===== src/rtl/fetch_unit.sv =====
// fetch_unit: in-order instruction fetch with one-word hold buffer, redirect flush and a fixed-size memory read port
module fetch_unit #(
  parameter logic [31:0] START_PC = 32'h80020000,
  parameter logic [1:0]  SZ_WORD  = 2'b10
) (
  input  logic        clk,
  input  logic        rst_n,
  input  logic        stall,
  input  logic        redirect,
  input  logic [31:0] redirect_pc,
  input  logic        mem_busy,
  input  logic [31:0] mem_rdata,
  output logic [31:0] mem_addr,
  output logic [1:0]  mem_access_size,
  output logic        mem_rd_wr,
  output logic        mem_enable,
  output logic [31:0] insn,
  output logic [31:0] insn_pc,
  output logic        insn_valid
);
  typedef enum logic {IDLE, RUN} state_t;
  state_t state, state_nxt;
  logic [31:0] pc, req_pc, hold_insn, hold_pc;
  logic req_pending, hold_valid, issue;
  always_ff @(posedge clk) begin
    if (!rst_n) state <= IDLE;
    else state <= state_nxt;
  end
  always_comb begin
    state_nxt = RUN;
  end
  assign insn_valid      = (hold_valid | req_pending) & ~redirect;
  assign issue           = (state == RUN) & ~redirect & ~mem_busy & ~(insn_valid & stall);
  assign mem_enable      = issue;
  assign mem_addr        = pc;
  assign mem_rd_wr       = 1'b1;
  assign mem_access_size = SZ_WORD;
  assign insn            = !insn_valid ? 32'h0 : hold_valid ? hold_insn : mem_rdata;
  assign insn_pc         = hold_valid ? hold_pc : req_pc;
  always_ff @(posedge clk) begin
    if (!rst_n) begin
      pc          <= START_PC;
      req_pc      <= START_PC;
      req_pending <= 1'b0;
      hold_valid  <= 1'b0;
      hold_insn   <= 32'h0;
      hold_pc     <= 32'h0;
    end else if (redirect) begin
      pc          <= {redirect_pc[31:2], 2'b00};
      req_pending <= 1'b0;
      hold_valid  <= 1'b0;
    end else begin
      req_pending <= issue;
      if (issue) begin
        req_pc <= pc;
        pc     <= pc + 32'd4;
      end
      if (req_pending && stall) begin
        hold_valid <= 1'b1;
        hold_insn  <= mem_rdata;
        hold_pc    <= req_pc;
      end else if (hold_valid && !stall) begin
        hold_valid <= 1'b0;
      end
    end
  end
endmodule

===== config.mk =====
export PLATFORM = sky130hd
export DESIGN_NAME = fetch_unit
export DESIGN_NICKNAME = d
export VERILOG_FILES = /design/src/rtl/fetch_unit.sv
export SDC_FILE = /design/constraint.sdc
export NUM_CORES = 1
export LEC_CHECK = 0
export BUFFER_PORTS_ARGS = -buffer_cell sky130_fd_sc_hd__buf_2
export CELL_PAD_IN_SITES_DETAIL_PLACEMENT = 0
export CELL_PAD_IN_SITES_GLOBAL_PLACEMENT = 1
export CORE_ASPECT_RATIO = 1.1
export CORE_UTILIZATION = 41
export CTS_CLUSTER_SIZE = 28
export DETAILED_ROUTE_END_ITERATION = 10
export PLACE_DENSITY = 0.86
export SYNTH_ARGS = -nofsm -noshare
export SYNTH_HDL_FRONTEND = slang
export SYNTH_SLANG_ARGS = --single-unit

===== constraint.sdc =====
create_clock -name clk -period 3.3 [get_ports clk]
set_clock_uncertainty 0.15 [all_clocks]
set_input_delay 0.165 -clock clk [delete_from_list [all_inputs] [get_ports clk]]
set_output_delay 0.165 -clock clk [all_outputs]
set_load 0.05 [all_outputs]

==> Yosys cells after proc, flatten, opt, wreduce, memory -nomap -nowiden <==
Index checks and enable logic that the tools add are counted.
{ "op_classes": {"eq_ne": 0, "n_reduce_logical": 8, "n_shift": 0, "n_div": 0, "n_mux": 8, "n_addsub": 1, "bitwise_logic": 10, "mul": 0, "n_lt_le_gt_ge": 0} }
{ "ops": {"columns": ["operator", "n"], "rows": [
  ["2-to-1 mux 32 bit", 5],
  ["adder 32 x 3 -> 32 bit (second input constant)", 1],
  ["AND 1 bit", 5],
  ["NOT 1 bit", 4],
  ["AND reduction 2 bit", 2],
  ["nonzero test 2 bit", 2],
  ["2-to-1 mux 1 bit", 3],
  ["logical AND 1 bit", 2],
  ["OR reduction 2 bit", 1],
  ["zero test 1 bit", 1],
  ["bitwise OR 1 bit", 1]
]} }
{ "word_totals": {"latchBits": 0, "n_memories": 0, "regBits": 131, "rom_bits": 0, "mem_bits_rw": 0, "elab_cells": 35} }

==> Depth between registers and ports, before layout <==
Gate-level depths: netlist (run 1).
{ "logic_depth": {"depth_word": 7, "depth_mapped": 7, "ltp_nobuf": 5} }

==> Least setup slack after synthesis (run 1) <==
No wires, ideal clock.
{ "synth_path": {"path_type": "reg2reg", "start": "reg pc[15] (netlist: mem_addr[15])", "end": "reg pc[29] (netlist: mem_addr[29])", "setup_slack_ps": 902, "required_time_ps": 3076, "arrival_ps": 2174, "n_path_buf": 1, "path_stages_with_launch": 6, "synth_period_minus_slack_ps": 2398, "path_cell_list": "dfxtp_1 buf_2 nand4_1 or4_4 or4_1 a31oi_1"} }
{ "synth_between": {"elab_chain_len": 3} }
{ "synth_lines": {"columns": ["item", "line_no", "rtl"], "rows": [
  ["start, declared", "23", "logic [31:0] pc, req_pc, hold_insn, hold_pc;"],
  ["start signal, assigned", "49", "pc <= {redirect_pc[31:2], 2'b00};"],
  ["start signal, assigned", "56", "pc <= pc + 32'd4;"],
  ["adder 32 x 3 -> 32 bit", "56", null],
  ["2-to-1 mux 32 bit", "54", "if (issue) begin"],
  ["2-to-1 mux 32 bit", "48", "end else if (redirect) begin"]
]} }
Every way passes these cells. The select of a mux whose other input is x is not followed.
A chain may end at the register's enable or synchronous reset.

==> Final worst setup path (run 1) <==
{ "layout_path": {"start": "reg hold_valid", "end": "out mem_enable"} }
{ "layout_between": {"elab_chain_len": 5} }
{ "layout_lines": {"columns": ["item", "line_no", "rtl"], "rows": [
  ["start, declared", "24", "logic req_pending, hold_valid, issue;"],
  ["start signal, assigned", "45", "hold_valid <= 1'b0;"],
  ["start signal, assigned", "51", "hold_valid <= 1'b0;"],
  ["start signal, assigned", "59", "hold_valid <= 1'b1;"],
  ["bitwise OR 1 bit", "32", "assign insn_valid = (hold_valid | req_pending) & ~redirect;"],
  ["AND 1 bit", "32", null],
  ["AND 1 bit", "33", "assign issue = (state == RUN) & ~redirect & ~mem_busy & ~(insn_valid & stall);"],
  ["NOT 1 bit", "33", null],
  ["AND 1 bit", "33", null],
  ["end, declared", "16", "output logic mem_enable,"]
]} }
Every way passes these cells.

==> results of run 1 <==
-- cell type report --
class	instances	share of cell area, %
flip-flops and latches	125	30.00
multi-input cells	582	41.64
repair buffers	232	18.06
clock inverters	4	0.5691
clock buffers	27	6.635
inverters	5	0.2247
well taps	192	2.876
-- cell families (layout without fill, tap and decap cells) --
family / count (synthesis) / in the layout
AOI/OAI and AO/OA: 160 / 160
xor gates and xnor gates: 7 / 7
adders and majority gates: 1 / 1
buffers and inverters: 73 / 268
DFF: 125 / 125
muxes: 63 / 63
other: 2 / 7
and+or+nand+nor: 344 / 344
-- tightest hold or removal path, delay by kind of cell --
kind / cells / cell delay (ns)
and+or+nand+nor: 1 / 0.15
buffers and inverters: 1 / 0.07
AOI/OAI and AO/OA: 2 / 0.17
-- power by group --
part	switching, uW	internal, uW
Sequential	61.6	1550
Combinational	303	177
Clock	653	1220
Total	1020	2940
-- how the worst min path moves through the flow --
| stage | end | slack, ns | depth (start not counted) |
|---|---|---|---|
| floorplan | state | 0.04 | 0 |
| global placement | mem_addr[3] | 0.27 | 2 |
| detailed placement | mem_addr[14] | 0.27 | 3 |
| CTS | mem_addr[30] | 0.02 | 4 |
| global route | mem_addr[31] | 0.04 | 4 |
| finish | mem_addr[30] | 0.02 | 4 |
-- placed cells by master, fill, tap and decap left out, types with 3 or more instances in the layout --
cell type,synthesis,layout
nand2_1,204,204
nand2b_1,4,4
dlygate4sd3_1,0,61
nor3b_1,4,4
or3_1,3,3
and2_1,3,3
buf_2,3,159
xnor2_1,4,4
clkbuf_16,0,18
nor4_1,11,11
a21oi_1,7,7
o31ai_1,4,4
mux2i_1,33,33
a21boi_0,91,91
xor2_1,3,3
or4_1,9,9
nand4_1,11,11
o21ai_0,27,27
or2_2,3,3
a31oi_1,9,9
nor3_1,4,4
and4_1,6,6
inv_1,5,5
conb_1,2,7
and3_1,7,6
buf_4,7,11
nor2_1,39,39
mux2_2,30,30
nor4b_1,4,4
a211oi_1,4,4
clkbuf_8,0,7
nand3_1,23,22
dfxtp_1,125,124
-- Yosys cell counts, types with 9 or more instances --
cell type  instances  area (um2)
nand2_1          204       765.7
a31oi_1            9       56.30
nand4_1           11       68.82
nor2_1            39       146.4
dfxtp_1          125        2502
a21boi_0          91       683.2
clkbuf_1          53       198.9
mux2i_1           33       330.3
nand3_1           23       115.1
o21ai_0           27       135.1
mux2_2            30       337.8
or4_1              9       67.56
nor4_1            11       68.82
-- stage by stage --
step / worst slack, ns / total power, uW / hold slack, ns
after CTS: 0.4043 / 3993 / 0.01579
after floorplan: 0.9022 / 1937 / 0.04272
after global routing: 0.2445 / 4112 / 0.03954
final: 0.4499 / 3960 / 0.02175
after global placement: 0.9006 / 2064 / 0.2740
after detailed placement: 0.8730 / 2066 / 0.2736
-- what timing repair did --
action                                 4_1_cts  5_1_grt
gates resized for setup                      0        0
endpoints found under the hold margin       61        0
setup endpoints to repair                    0        0
hold buffers                                61        0
-- routing by layer --
metal,part of all wire (%),GRT usage [%],wire length [um]
met4,1.2,7.361,199
met2,47,35.23,8050
met3,4.6,4.384,799
met1,47,28.66,8175
met5,0,0,0
-- state kept, by name, indices dropped and copies added, names as in the netlist --
register and cells:
req_pc 30, mem_addr 30, hold_valid 1, state 1, hold_insn 32, req_pending 1
hold_pc 30
==> metrics.cfg, run 1 <==
[run_status]
status = finished clean

[worst_setup_path]
endpoint = mem_enable
cp-start-kind = flop
worst-path-buf-inv = 2
reg2reg_to = req_pc[6]
rr_startpoint = hold_valid
crit_slowest_cell = inv_1
crit_cells = 4
ff2ff_path_depth = 5
crit_type = flop to output pin
startpoint = hold_valid
slowest_delay_ns = 0.83
cpLargestDelayFamily = buffers and inverters
cp.arrival_ns = 2.54
end_kind = output pin
cp.required_ns = 2.98
crit_fanout = 32
worstPathCellList = o21ai_2 -> nand3_1 -> inv_1 -> buf_2
reg2reg_slack_ns = 1.01

[route]
viasPerCell = 5.124
drt_iter0_markers = 319
vias = 5980
detail-route-antenna-nets = 0
avgRoutedWirePerCell_um = 14.76
drc_errors = 0
firstDrtPassIters = 4
routed_wl_mm = 17.23

[cts]
clk_pin_slew_ns = 0.06
max-clock-path-buffers = 2
cts-root-buf = clkbuf_16
htree_levels = 4
post_cts_buffers = 0
clock_sinks = 125
numCtsBuffers = 17
cts_tree = yes
clk_latency_ns = 0.42

[synth]
synth_mux_area_share_pct = 10.68
seq_area_frac_synth_pct = 40.00
ys_async_sr_fraction_pct = 0
synthFlopType = dfxtp_1
synth-edff-count = 0
syn_avg_cell_area_um2 = 8.072
netlist_area_mm2 = 0.006256
ys.warnings.count = 0
synth_top_family_by_area = simple AND/OR/NAND/NOR gates
synthCells = 775
synthSimpleGateAreaFrac_pct = 25.20
ys_seq_elements = 125
synth-adder-area-share_pct = 0.2000
synth-compound-area-share_pct = 17.96
synth_xor_area_share_pct = 0.9800
synthDistinctLibCells = 53

[floorplanning]
rows = 46
core_mm2 = 0.01468
die_y_um = 131.6
ioPinCount = 170
dieArea_mm2 = 0.01576
start_util_pct = 42.63
die_width_um = 119.8

[final_layout]
multi_input_area_mm2 = 0.003478
finish.net_count = 1033
fin_util_pct = 56.92
area_growth_pct = 33.54
drive_above_1_share_pct = 24.92
seqCellArea_mm2 = 0.002506
fill_cells = 1396
antenna_cells = 0
final_area_mm2 = 0.008354
stdcell_count = 1167

[placed_design]
portBuffers = 160
dpl.cell_count = 1075
place_congestion = 0.7667
dpl-instance-area_mm2 = 0.007142
detailed_place_hpwl_mm = 10.95

[grt]
overflow = 0
antenna_found_initial = 0
grt_pass1_wl_mm = 27.40
grt_max_degree = 57
track_usage_pct = 21.77
grt_pass1_vias = 5309

[power]
ir_drop_mv = 0.3338
powerDensity_mw_per_mm2 = 474.0
p_leak_uw = 0.003270

[timing]
hold_viol = 0
post-route-period-util_pct = 86.37
setup_viol_count_final = 0
max_freq_mhz = 350.9
relSlewSlack_pct = 26.72
max_slew.worst_pin.slew_ns = 1.098
tns_ns = 0
drv_slew = 0
rsz0062_at_grt = false
period_minus_slack_ns = 2.850

[worst_hold_path]
hp-class = input pin to flop
hold_path_startpoint = redirect_pc[30]

[job]
drv_cap = 0

No activity file was read; power rests on OpenSTA's default activity.
==> run 2, diff against run 1 <==
Settings changed: CORE_UTILIZATION 41 to 38, PLACE_DENSITY 0.86 to 0.81, SLEW_MARGIN set to 10.
Clock period 3.3 ns to 3.2 ns, I/O delays scaled along.
==> metrics.cfg, run 2 (synthesis results as in run 1) <==
[route]
detail-route-antenna-nets = 0
drt_iter0_markers = 288
firstDrtPassIters = 4
routed_wl_mm = 17.40
vias = 5961
drc_errors = 0
avgRoutedWirePerCell_um = 14.82
viasPerCell = 5.078

[timing]
rsz0062_at_grt = false
max_freq_mhz = 389.6
relSlewSlack_pct = 56.43
whs_ns = 0.02645
drv_slew = 0
period_minus_slack_ns = 2.567
max_slew.worst_pin.slew_ns = 0.6476
hold_viol = 0
post-route-period-util_pct = 80.22
fin_ws_ns = 0.6330
tns_ns = 0
setup_viol_count_final = 0

[worst_setup_path]
cp.required_ns = 2.89
end_kind = output pin
reg2reg_to = mem_addr[23]
rr_startpoint = hold_valid
crit_fanout = 42
reg2reg_slack_ns = 0.91
ff2ff_path_depth = 4
cp-start-kind = flop
crit_type = flop to output pin
cp.arrival_ns = 2.26

[cts]
htree_levels = 4
clk_pin_slew_ns = 0.06
clock_sinks = 125
numCtsBuffers = 17
cts_tree = yes
max-clock-path-buffers = 2
cts-root-buf = clkbuf_16
clk_latency_ns = 0.41
cts_resized = 0

[final_layout]
largest_reg_flops = 32
drive_above_1_share_pct = 24.46
regMostFlops = hold_insn
final_cell_mix = 204 x nand2_1, 159 x buf_2, 124 x dfxtp_1
area_growth_pct = 32.98
fin_util_pct = 52.27
final_common_cell = nand2_1
finish.net_count = 1034

[floorplanning]
core_mm2 = 0.01592
start_util_pct = 39.31
ioPinCount = 170
dieArea_mm2 = 0.01698
die_y_um = 136.6
die_width_um = 124.3
rows = 48

[power]
p_switching_uw = 1021
ir_drop_mv = 0.2976
p_total_uw = 3935
swShare_pct = 25.94
clkPwrFrac_pct = 45.1
combPwrFrac_pct = 12.6
p_int_uw = 2914
powerDensity_mw_per_mm2 = 473.0
pwr-share-seq_pct = 42.3
p_leak_uw = 0.003243

[grt]
grt_max_degree = 57
grt_pass1_vias = 5540
antenna_found_initial = 1
overflow = 0
track_usage_pct = 20.85
grt_pass1_wl_mm = 28.30

[run_status]
status = finished clean

[job]
drv_cap = 0

[worst_hold_path]
min_to = mem_addr[31]
hp-class = input pin to flop
hold_depth = 4
hold_path_startpoint = redirect_pc[31]

[placed_design]
detailed_place_hpwl_mm = 11.20
place_congestion = 0.7659
preCtsSetupSlack_ns = 0.9450
portBuffers = 160

-- run 2: layout make-up --
| class | count | area [um2] |
|---|---|---|
| clock buffer | 26 | 499.2 |
| multi-input combinational | 582 | 3478 |
| fill | 1539 | 7596 |
| timing repair buffer | 233 | 1529 |
| sequential | 125 | 2506 |
| tap | 200 | 250.2 |
| antenna | 1 | 2.502 |
| inverter | 5 | 18.77 |
| clock inverter | 2 | 35.03 |
-- run 2: worst max-delay path by stage --
stage,start,endpoint,slack [ns],cells after the start
finish,hold_valid,insn[25],0.63,4
global route,hold_valid,mem_enable,0.46,4
CTS,hold_valid,insn[1],0.61,4
detailed placement,hold_valid,mem_addr[20],0.94,4
global placement,hold_valid,mem_addr[20],0.96,4
floorplan,mem_addr[15],mem_addr[29],0.80,5
-- run 2: power groups by stage --
| stage | clock network [uW] | registers (uW) | logic (uW) |
|---|---|---|---|
| 6_report | 1770 | 1660 | 497 |
| 4_1_cts | 1820 | 1660 | 498 |
| 2_1_floorplan | 0 | 1770 | 231 |
| 3_3_place_gp | 0 | 1690 | 439 |
| 3_5_place_dp | 0 | 1700 | 440 |
| 5_1_grt | 1890 | 1670 | 533 |
-- run 2: worst max-delay path, stage by stage (launching register included) --
cell	delay (ns)
dfxtp_4	0.78
buf_4	0.50
mux2i_1	0.13
nor2_1	0.12
buf_2	0.29
-- run 2: per-stage QoR --
step           instance area [um2]  instances
2_1_floorplan                 6275        780
3_3_place_gp                  7172       1084
3_5_place_dp                  7172       1084
4_1_cts                       8317       1173
5_1_grt                       8317       1173
6_report                      8319       1174
-- run 2: metal layers --
layer / track usage (%) / share of wire [%] / up-vias
met1: 27.68 / 49 / 2744
met5: 0 / 0 / -
met4: 7.898 / 1.0 / 0
met3: 3.909 / 4.1 / 11
li1: - / - / 3059
met2: 33.67 / 46 / 147
-- run 2: repair_timing --
action / CTS / global route
endpoints found under the setup margin: 0 / 0
buffers inserted: 0 / 0
endpoints found under the hold margin: 61 / 0
hold buffers: 61 / 0
